$ cat src/rtl/nipcb_pkg.sv
// Shared types and constants for the NIPCB scan scheduler.
package nipcb_pkg;

  localparam int unsigned NUM_CH = 4;
  localparam int unsigned CH_W   = 2;
  localparam int unsigned GAIN_W = 3;

  localparam logic SPI_TGT_DAC = 1'b0;
  localparam logic SPI_TGT_ADC = 1'b1;

  localparam logic [15:0] ADC_CMD_BASE_DEF = 16'h8300;

  typedef enum logic [2:0] {
    ST_IDLE,
    ST_DAC_START,
    ST_DAC_WAIT,
    ST_SELECT,
    ST_SETTLE,
    ST_ADC_START,
    ST_ADC_WAIT,
    ST_OUTPUT
  } state_e;

endpackage

$ cat src/rtl/nipcb_next_ch.sv
// Priority rotator: next set bit of the mask strictly above the pointer, wrapping;
// a single-bit mask wraps all the way round and reselects the same channel.
module nipcb_next_ch
  import nipcb_pkg::*;
(
  input  logic [NUM_CH-1:0] i_mask,
  input  logic [CH_W-1:0]   i_ptr,
  output logic [CH_W-1:0]   o_idx,
  output logic [NUM_CH-1:0] o_onehot,
  output logic              o_found
);

  logic [CH_W-1:0] w_k;

  // Walk from the farthest candidate down so the nearest one wins.
  always_comb begin
    w_k      = i_ptr;
    o_idx    = i_ptr;
    o_found  = 1'b0;
    o_onehot = '0;
    for (int i = NUM_CH; i >= 1; i--) begin
      w_k = i_ptr + CH_W'(i);
      if (i_mask[w_k]) begin
        o_idx   = w_k;
        o_found = 1'b1;
      end
    end
    if (o_found) o_onehot = NUM_CH'(1) << o_idx;
  end

endmodule

$ cat src/rtl/nipcb_scan_sched.sv
// Shares one SPI engine between host DAC writes and an autonomous ADC channel scan,
// driving the analog front-end controls and delivering tagged samples.
module nipcb_scan_sched
  import nipcb_pkg::*;
#(
  parameter logic [15:0] ADC_CMD_BASE = ADC_CMD_BASE_DEF,
  parameter int unsigned SPI_TIMEOUT  = 1024,
  parameter int unsigned SETTLE_W     = 16
) (
  input  logic                     clk,
  input  logic                     reset,
  input  logic                     enable,
  input  logic [NUM_CH-1:0]        chan_mask,
  input  logic [GAIN_W*NUM_CH-1:0] gain_cfg,
  input  logic [SETTLE_W-1:0]      settle_cycles,
  input  logic                     dac_req,
  input  logic [15:0]              dac_data,
  output logic                     dac_ack,
  output logic                     spi_start,
  output logic                     spi_target,
  output logic [15:0]              spi_wdata,
  input  logic                     spi_busy,
  input  logic                     spi_done,
  input  logic [15:0]              spi_rdata,
  output logic [NUM_CH-1:0]        ni_sel_ch,
  output logic [NUM_CH-1:0]        ni_en_ch,
  output logic [GAIN_W-1:0]        ni_pga_gain,
  output logic                     sample_valid,
  input  logic                     sample_ready,
  output logic [15:0]              sample_data,
  output logic [CH_W-1:0]          sample_ch,
  output logic                     spi_err
);

  localparam int unsigned TO_W = $clog2(SPI_TIMEOUT + 1);

  state_e              r_state, w_nxt_state;
  logic [CH_W-1:0]     r_ptr, w_nxt_ptr;
  logic [SETTLE_W-1:0] r_cnt, w_nxt_cnt;
  logic [TO_W-1:0]     r_to_cnt, w_nxt_to;
  logic                r_fair, w_nxt_fair;
  logic                r_spi_start, w_nxt_start;
  logic                r_spi_target, w_nxt_tgt;
  logic [15:0]         r_spi_wdata, w_nxt_wdata;
  logic                r_dac_ack, w_nxt_ack;
  logic [NUM_CH-1:0]   r_sel, w_nxt_sel;
  logic [NUM_CH-1:0]   r_en, w_nxt_en;
  logic [GAIN_W-1:0]   r_gain, w_nxt_gain;
  logic                r_valid, w_nxt_valid;
  logic [15:0]         r_sdata, w_nxt_sdata;
  logic [CH_W-1:0]     r_sch, w_nxt_sch;
  logic                r_err, w_nxt_err;

  logic [CH_W-1:0]     w_idx;
  logic [NUM_CH-1:0]   w_onehot;
  logic                w_found;
  logic                w_runnable;
  logic                w_to_hit;
  logic [GAIN_W-1:0]   w_gain_sel;

  nipcb_next_ch u_next_ch (
    .i_mask   (chan_mask),
    .i_ptr    (r_ptr),
    .o_idx    (w_idx),
    .o_onehot (w_onehot),
    .o_found  (w_found)
  );

  assign w_runnable = enable & w_found;
  assign w_to_hit   = (r_to_cnt == TO_W'(SPI_TIMEOUT - 1));

  always_comb begin
    w_gain_sel = '0;
    for (int k = 0; k < NUM_CH; k++) begin
      if (w_idx == CH_W'(k)) w_gain_sel = gain_cfg[GAIN_W*k +: GAIN_W];
    end
  end

  // Next-state and next-output logic; pulses default low, everything else holds.
  always_comb begin
    w_nxt_state = r_state;
    w_nxt_ptr   = r_ptr;
    w_nxt_cnt   = r_cnt;
    w_nxt_to    = r_to_cnt;
    w_nxt_fair  = r_fair;
    w_nxt_start = 1'b0;
    w_nxt_tgt   = r_spi_target;
    w_nxt_wdata = r_spi_wdata;
    w_nxt_ack   = 1'b0;
    w_nxt_sel   = r_sel;
    w_nxt_en    = r_en;
    w_nxt_gain  = r_gain;
    w_nxt_valid = r_valid;
    w_nxt_sdata = r_sdata;
    w_nxt_sch   = r_sch;
    w_nxt_err   = r_err;
    unique case (r_state)
      ST_IDLE: begin
        if (dac_req && (!r_fair || !w_runnable)) w_nxt_state = ST_DAC_START;
        else if (w_runnable)                     w_nxt_state = ST_SELECT;
      end
      ST_DAC_START: begin
        if (!spi_busy) begin
          w_nxt_start = 1'b1;
          w_nxt_tgt   = SPI_TGT_DAC;
          w_nxt_wdata = dac_data;
          w_nxt_to    = '0;
          w_nxt_state = ST_DAC_WAIT;
        end
      end
      ST_DAC_WAIT: begin
        if (spi_done) begin
          w_nxt_ack   = 1'b1;
          w_nxt_fair  = 1'b1;
          w_nxt_state = ST_IDLE;
        end else if (w_to_hit) begin
          w_nxt_err   = 1'b1;
          w_nxt_state = ST_IDLE;
        end else begin
          w_nxt_to = r_to_cnt + TO_W'(1);
        end
      end
      ST_SELECT: begin
        if (!w_runnable) begin
          w_nxt_state = ST_IDLE;
        end else begin
          w_nxt_ptr   = w_idx;
          w_nxt_sel   = w_onehot;
          w_nxt_en    = chan_mask;
          w_nxt_gain  = w_gain_sel;
          w_nxt_cnt   = settle_cycles;
          w_nxt_state = (settle_cycles == '0) ? ST_ADC_START : ST_SETTLE;
        end
      end
      ST_SETTLE: begin
        if (!enable) begin
          w_nxt_state = ST_IDLE;
        end else begin
          w_nxt_cnt = r_cnt - SETTLE_W'(1);
          if (r_cnt == SETTLE_W'(1)) w_nxt_state = ST_ADC_START;
        end
      end
      ST_ADC_START: begin
        if (!spi_busy) begin
          w_nxt_start = 1'b1;
          w_nxt_tgt   = SPI_TGT_ADC;
          w_nxt_wdata = ADC_CMD_BASE | {4'b0, r_ptr, 10'b0};
          w_nxt_to    = '0;
          w_nxt_state = ST_ADC_WAIT;
        end
      end
      ST_ADC_WAIT: begin
        if (spi_done) begin
          w_nxt_valid = 1'b1;
          w_nxt_sdata = spi_rdata;
          w_nxt_sch   = r_ptr;
          w_nxt_fair  = 1'b0;
          w_nxt_state = ST_OUTPUT;
        end else if (w_to_hit) begin
          w_nxt_err   = 1'b1;
          w_nxt_state = ST_IDLE;
        end else begin
          w_nxt_to = r_to_cnt + TO_W'(1);
        end
      end
      ST_OUTPUT: begin
        if (sample_ready) begin
          w_nxt_valid = 1'b0;
          w_nxt_state = ST_IDLE;
        end
      end
      default: w_nxt_state = ST_IDLE;
    endcase
  end

  // Pointer resets to the top channel so the first scan lands on the lowest set bit.
  always_ff @(posedge clk) begin
    if (reset) begin
      r_state      <= ST_IDLE;
      r_ptr        <= CH_W'(NUM_CH - 1);
      r_cnt        <= '0;
      r_to_cnt     <= '0;
      r_fair       <= 1'b0;
      r_spi_start  <= 1'b0;
      r_spi_target <= 1'b0;
      r_spi_wdata  <= '0;
      r_dac_ack    <= 1'b0;
      r_sel        <= '0;
      r_en         <= '0;
      r_gain       <= '0;
      r_valid      <= 1'b0;
      r_sdata      <= '0;
      r_sch        <= '0;
      r_err        <= 1'b0;
    end else begin
      r_state      <= w_nxt_state;
      r_ptr        <= w_nxt_ptr;
      r_cnt        <= w_nxt_cnt;
      r_to_cnt     <= w_nxt_to;
      r_fair       <= w_nxt_fair;
      r_spi_start  <= w_nxt_start;
      r_spi_target <= w_nxt_tgt;
      r_spi_wdata  <= w_nxt_wdata;
      r_dac_ack    <= w_nxt_ack;
      r_sel        <= w_nxt_sel;
      r_en         <= w_nxt_en;
      r_gain       <= w_nxt_gain;
      r_valid      <= w_nxt_valid;
      r_sdata      <= w_nxt_sdata;
      r_sch        <= w_nxt_sch;
      r_err        <= w_nxt_err;
    end
  end

  assign dac_ack      = r_dac_ack;
  assign spi_start    = r_spi_start;
  assign spi_target   = r_spi_target;
  assign spi_wdata    = r_spi_wdata;
  assign ni_sel_ch    = r_sel;
  assign ni_en_ch     = r_en;
  assign ni_pga_gain  = r_gain;
  assign sample_valid = r_valid;
  assign sample_data  = r_sdata;
  assign sample_ch    = r_sch;
  assign spi_err      = r_err;

endmodule

$ cat config.mk
export PLATFORM = sky130hd
export DESIGN_NAME = nipcb_scan_sched
export DESIGN_NICKNAME = d
export VERILOG_FILES = /design/src/rtl/nipcb_pkg.sv /design/src/rtl/nipcb_next_ch.sv /design/src/rtl/nipcb_scan_sched.sv
export SDC_FILE = /design/constraint.sdc
export NUM_CORES = 1
export LEC_CHECK = 0
export ABC_AREA = 1
export ABC_CLOCK_PERIOD_IN_PS = 4000
export BUFFER_PORTS_ARGS = -buffer_cell sky130_fd_sc_hd__buf_2
export CELL_PAD_IN_SITES_DETAIL_PLACEMENT = 1
export CELL_PAD_IN_SITES_GLOBAL_PLACEMENT = 1
export CORE_MARGIN = 8
export CORE_UTILIZATION = 39
export DETAILED_ROUTE_END_ITERATION = 7
export PLACE_DENSITY_LB_ADDON = 0.15
export SETUP_SLACK_MARGIN = 0.05
export SYNTH_ARGS = -nofsm -noshare
export SYNTH_HDL_FRONTEND = slang
export SYNTH_SLANG_ARGS = --single-unit
$ cat constraint.sdc
create_clock -name clk -period 4 [get_ports clk]
set_input_delay 0.8 -clock clk [delete_from_list [all_inputs] [get_ports clk]]
set_output_delay 0.8 -clock clk [all_outputs]
set_load 0.03 [all_outputs]
==> metrics.txt <==
clock sinks 83; Top Ports 121; TNS Setup 0 ps; post-CTS sizing 0; Final nets 758; Critical Path RT 4220 ps; initial drt markers 164; via count 4182; I/O Buffers 120; Die H 118 um; total grt overflow 0; flop and latch count out of synthesis 83; ratio of cells with drive above 1 in the final layout 26.3%; post-synthesis cell count 573; syn nets 647; CP peak stage delay 520 ps; hpwl dp 9870 um; deepest clock path buffer count 2; dpl cells 809; DR WL/cell 15.8 um; WS Path Type flip-flop to flip-flop; Fmax achieved 0.417 GHz; die width 118 um; Final period util 60.0%; drt total wl 13000 um; die area 0.0140 mm^2; Core Area 0.0102 mm^2; Setup Fix Bufs, Post-CTS 0; leakage 0.00240 uW; reg2reg setup slack 1600 ps; max-slew violations 0; vias in the first global route 4540; pin count of the biggest net entering global routing 39; H-tree Lvls 3; Non-Filler Instances 823; VDD IR-drop max 201 uV; final worst slack 1600 ps; Hold Buf Count CTS 0; Final Core Density 48.3%; Final setup viols 0; family with the most delay on the worst path simple AND/OR/NAND/NOR gates; via density per instance 5.08; Post-Place Worst Slack 1530 ps; crit-path cells nand2_2 -> inv_2 -> nand2_1 -> nand2_2 -> inv_1 -> a211oi_1 -> a211oi_1; worst min path class flip-flop to flip-flop; hold_ws 457 ps; Initial Util 39.9%; CTS tree done; skew final 8.34 ps; cell row count 37; unrepaired setup endpoints after global routing no; CP Buf/Inv Count 2; drt drc 0; fin crit period 2400 ps; antenna-violating nets left 0; library cells used by synthesis 46; Yosys warning total 0; crit path DAT 2620 ps; CP Max Fanout 26; max cap viols 0; gpl congestion 0.838; Fin. Hold Viols 0; relative slew slack 58.1%; outcome finished clean; Clk pin slew, worst setup/hold paths 80 ps; Pre-antenna DRT Iters 4; synthesized cell area 0.00408 mm^2; sequential share of the synthesized area 40.7%; crit path capture type flip-flop; number of antenna violations at the first check in global routing 2; CTS Buf Count 9; worst skew pair latency 360 ps; Mapped Avg Cell Area 7.13 um^2; GRT Overall Usage 18.7%; Root Buffer clkbuf_8; PD cells 581 mW/mm^2; CP startpoint kind flip-flop; first-pass GRT wire length 21800 um; Diodes inserted 0; critical path's slowest cell dfxtp_1; Layout area overhead 21.0%; commonest non-fill, non-tap cell in the layout nand2_1; Worst-Margin Slew 627 ps; commonest cells after routing, fill and taps aside nand2_1 (124), buf_2 (120), dfxtp_1 (83), nor2_1 (72), o21ai_0 (49)
==> cell families after synthesis <==
family | Yosys count | synth area share (%)
adders and majority gates | 3 | 0.919
DFF | 83 | 40.7
buffers and inverters | 79 | 8.15
and+or+nand+nor | 275 | 30.6
xor gates and xnor gates | 7 | 1.50
AOI/OAI and AO/OA | 126 | 18.1
==> layer usage <==
layer	vias to the layer above	track usage, %	wire [um]
met1	1989	22.1	5740
met2	69	32.5	6540
met5	-	0	18
li1	2109	-	-
met4	4	5.04	85
met3	11	5.24	612
==> synth_stat cells (all sizes together) <==
| cell type | number | share of area, % |
|---|---|---|
| a211oi | 5 | 0.92 |
| a21o | 1 | 0.18 |
| a21boi | 3 | 0.64 |
| o211ai | 5 | 0.92 |
| o21a | 1 | 0.18 |
| dfxtp | 83 | 41 |
| ha | 3 | 0.92 |
| nand4 | 7 | 1.2 |
| nand3 | 23 | 3.2 |
| nor2 | 83 | 8.8 |
| o31ai | 2 | 0.37 |
| inv | 56 | 5.4 |
| o21bai | 2 | 0.37 |
| nand3b | 5 | 0.92 |
| and2 | 2 | 0.31 |
| a31oi | 4 | 0.61 |
| clkinv | 1 | 0.092 |
| o21ai | 53 | 6.5 |
| a2bb2oi | 11 | 2.4 |
| nor3 | 15 | 2.1 |
| nor4 | 5 | 0.77 |
| o221ai | 1 | 0.21 |
| clkbuf | 13 | 1.2 |
| o22ai | 1 | 0.15 |
| a21oi | 36 | 4.5 |
| nand2 | 135 | 13 |
| buf | 9 | 1.5 |
| a311oi | 1 | 0.21 |
| xor2 | 7 | 1.5 |
==> report_power, final <==
group | switching, uW | leakage (uW) | internal (uW)
clock network | 315 | 0.0000909 | 281
logic | 827 | 0.00164 | 392
registers | 107 | 0.000673 | 950
total | 1250 | 0.00240 | 1620
==> sequential cells by signal, summed over array words and instances (netlist names) <==
name	cells
spi_err	1
spi_target	1
r_cnt	16
dac_ack	1
ni_sel_ch	4
r_state	3
spi_start	1
r_fair	1
ni_en_ch	4
sample_valid	1
sample_ch	2
sample_data	16
spi_wdata	16
r_ptr	2
r_to_cnt	11
ni_pga_gain	3
==> worst paths after layout <==
check	startpoint	endpoint	depth (start not counted)
max reg2reg	r_state[2]$_SDFFE_PP0P_	r_cnt[1]$_SDFFE_PP0P_	7
min	spi_wdata[10]$_SDFFE_PP0P_	spi_wdata[10]$_SDFFE_PP0P_	2
max	r_state[2]$_SDFFE_PP0P_	r_cnt[1]$_SDFFE_PP0P_	7
min reg2reg	spi_wdata[10]$_SDFFE_PP0P_	spi_wdata[10]$_SDFFE_PP0P_	2
==> stage by stage <==
stage               power, uW  cell area, um^2
floorplan                1970             4080
global placement         2240             4760
detailed placement       2300             4760
CTS                      2900             4940
global route             3070             4940
finish                   2870             4940
==> worst register-to-register path: stages, from the launching register on <==
cell      delay [ps]
dfxtp_1          520
nand2_2          340
inv_2            330
nand2_1          150
nand2_2          380
inv_1            260
a211oi_1         240
a211oi_1          60
==> area by class of cell <==
cell class / instances / area [um^2]
multi-input combinational: 411 / 2090
fill: 1375 / 5290
clock buffer: 9 / 124
tap: 136 / 170
inverter: 57 / 224
timing repair buffer: 122 / 616
sequential: 83 / 1660
clock inverter: 5 / 56.3
(Power assumes the default switching activity.)
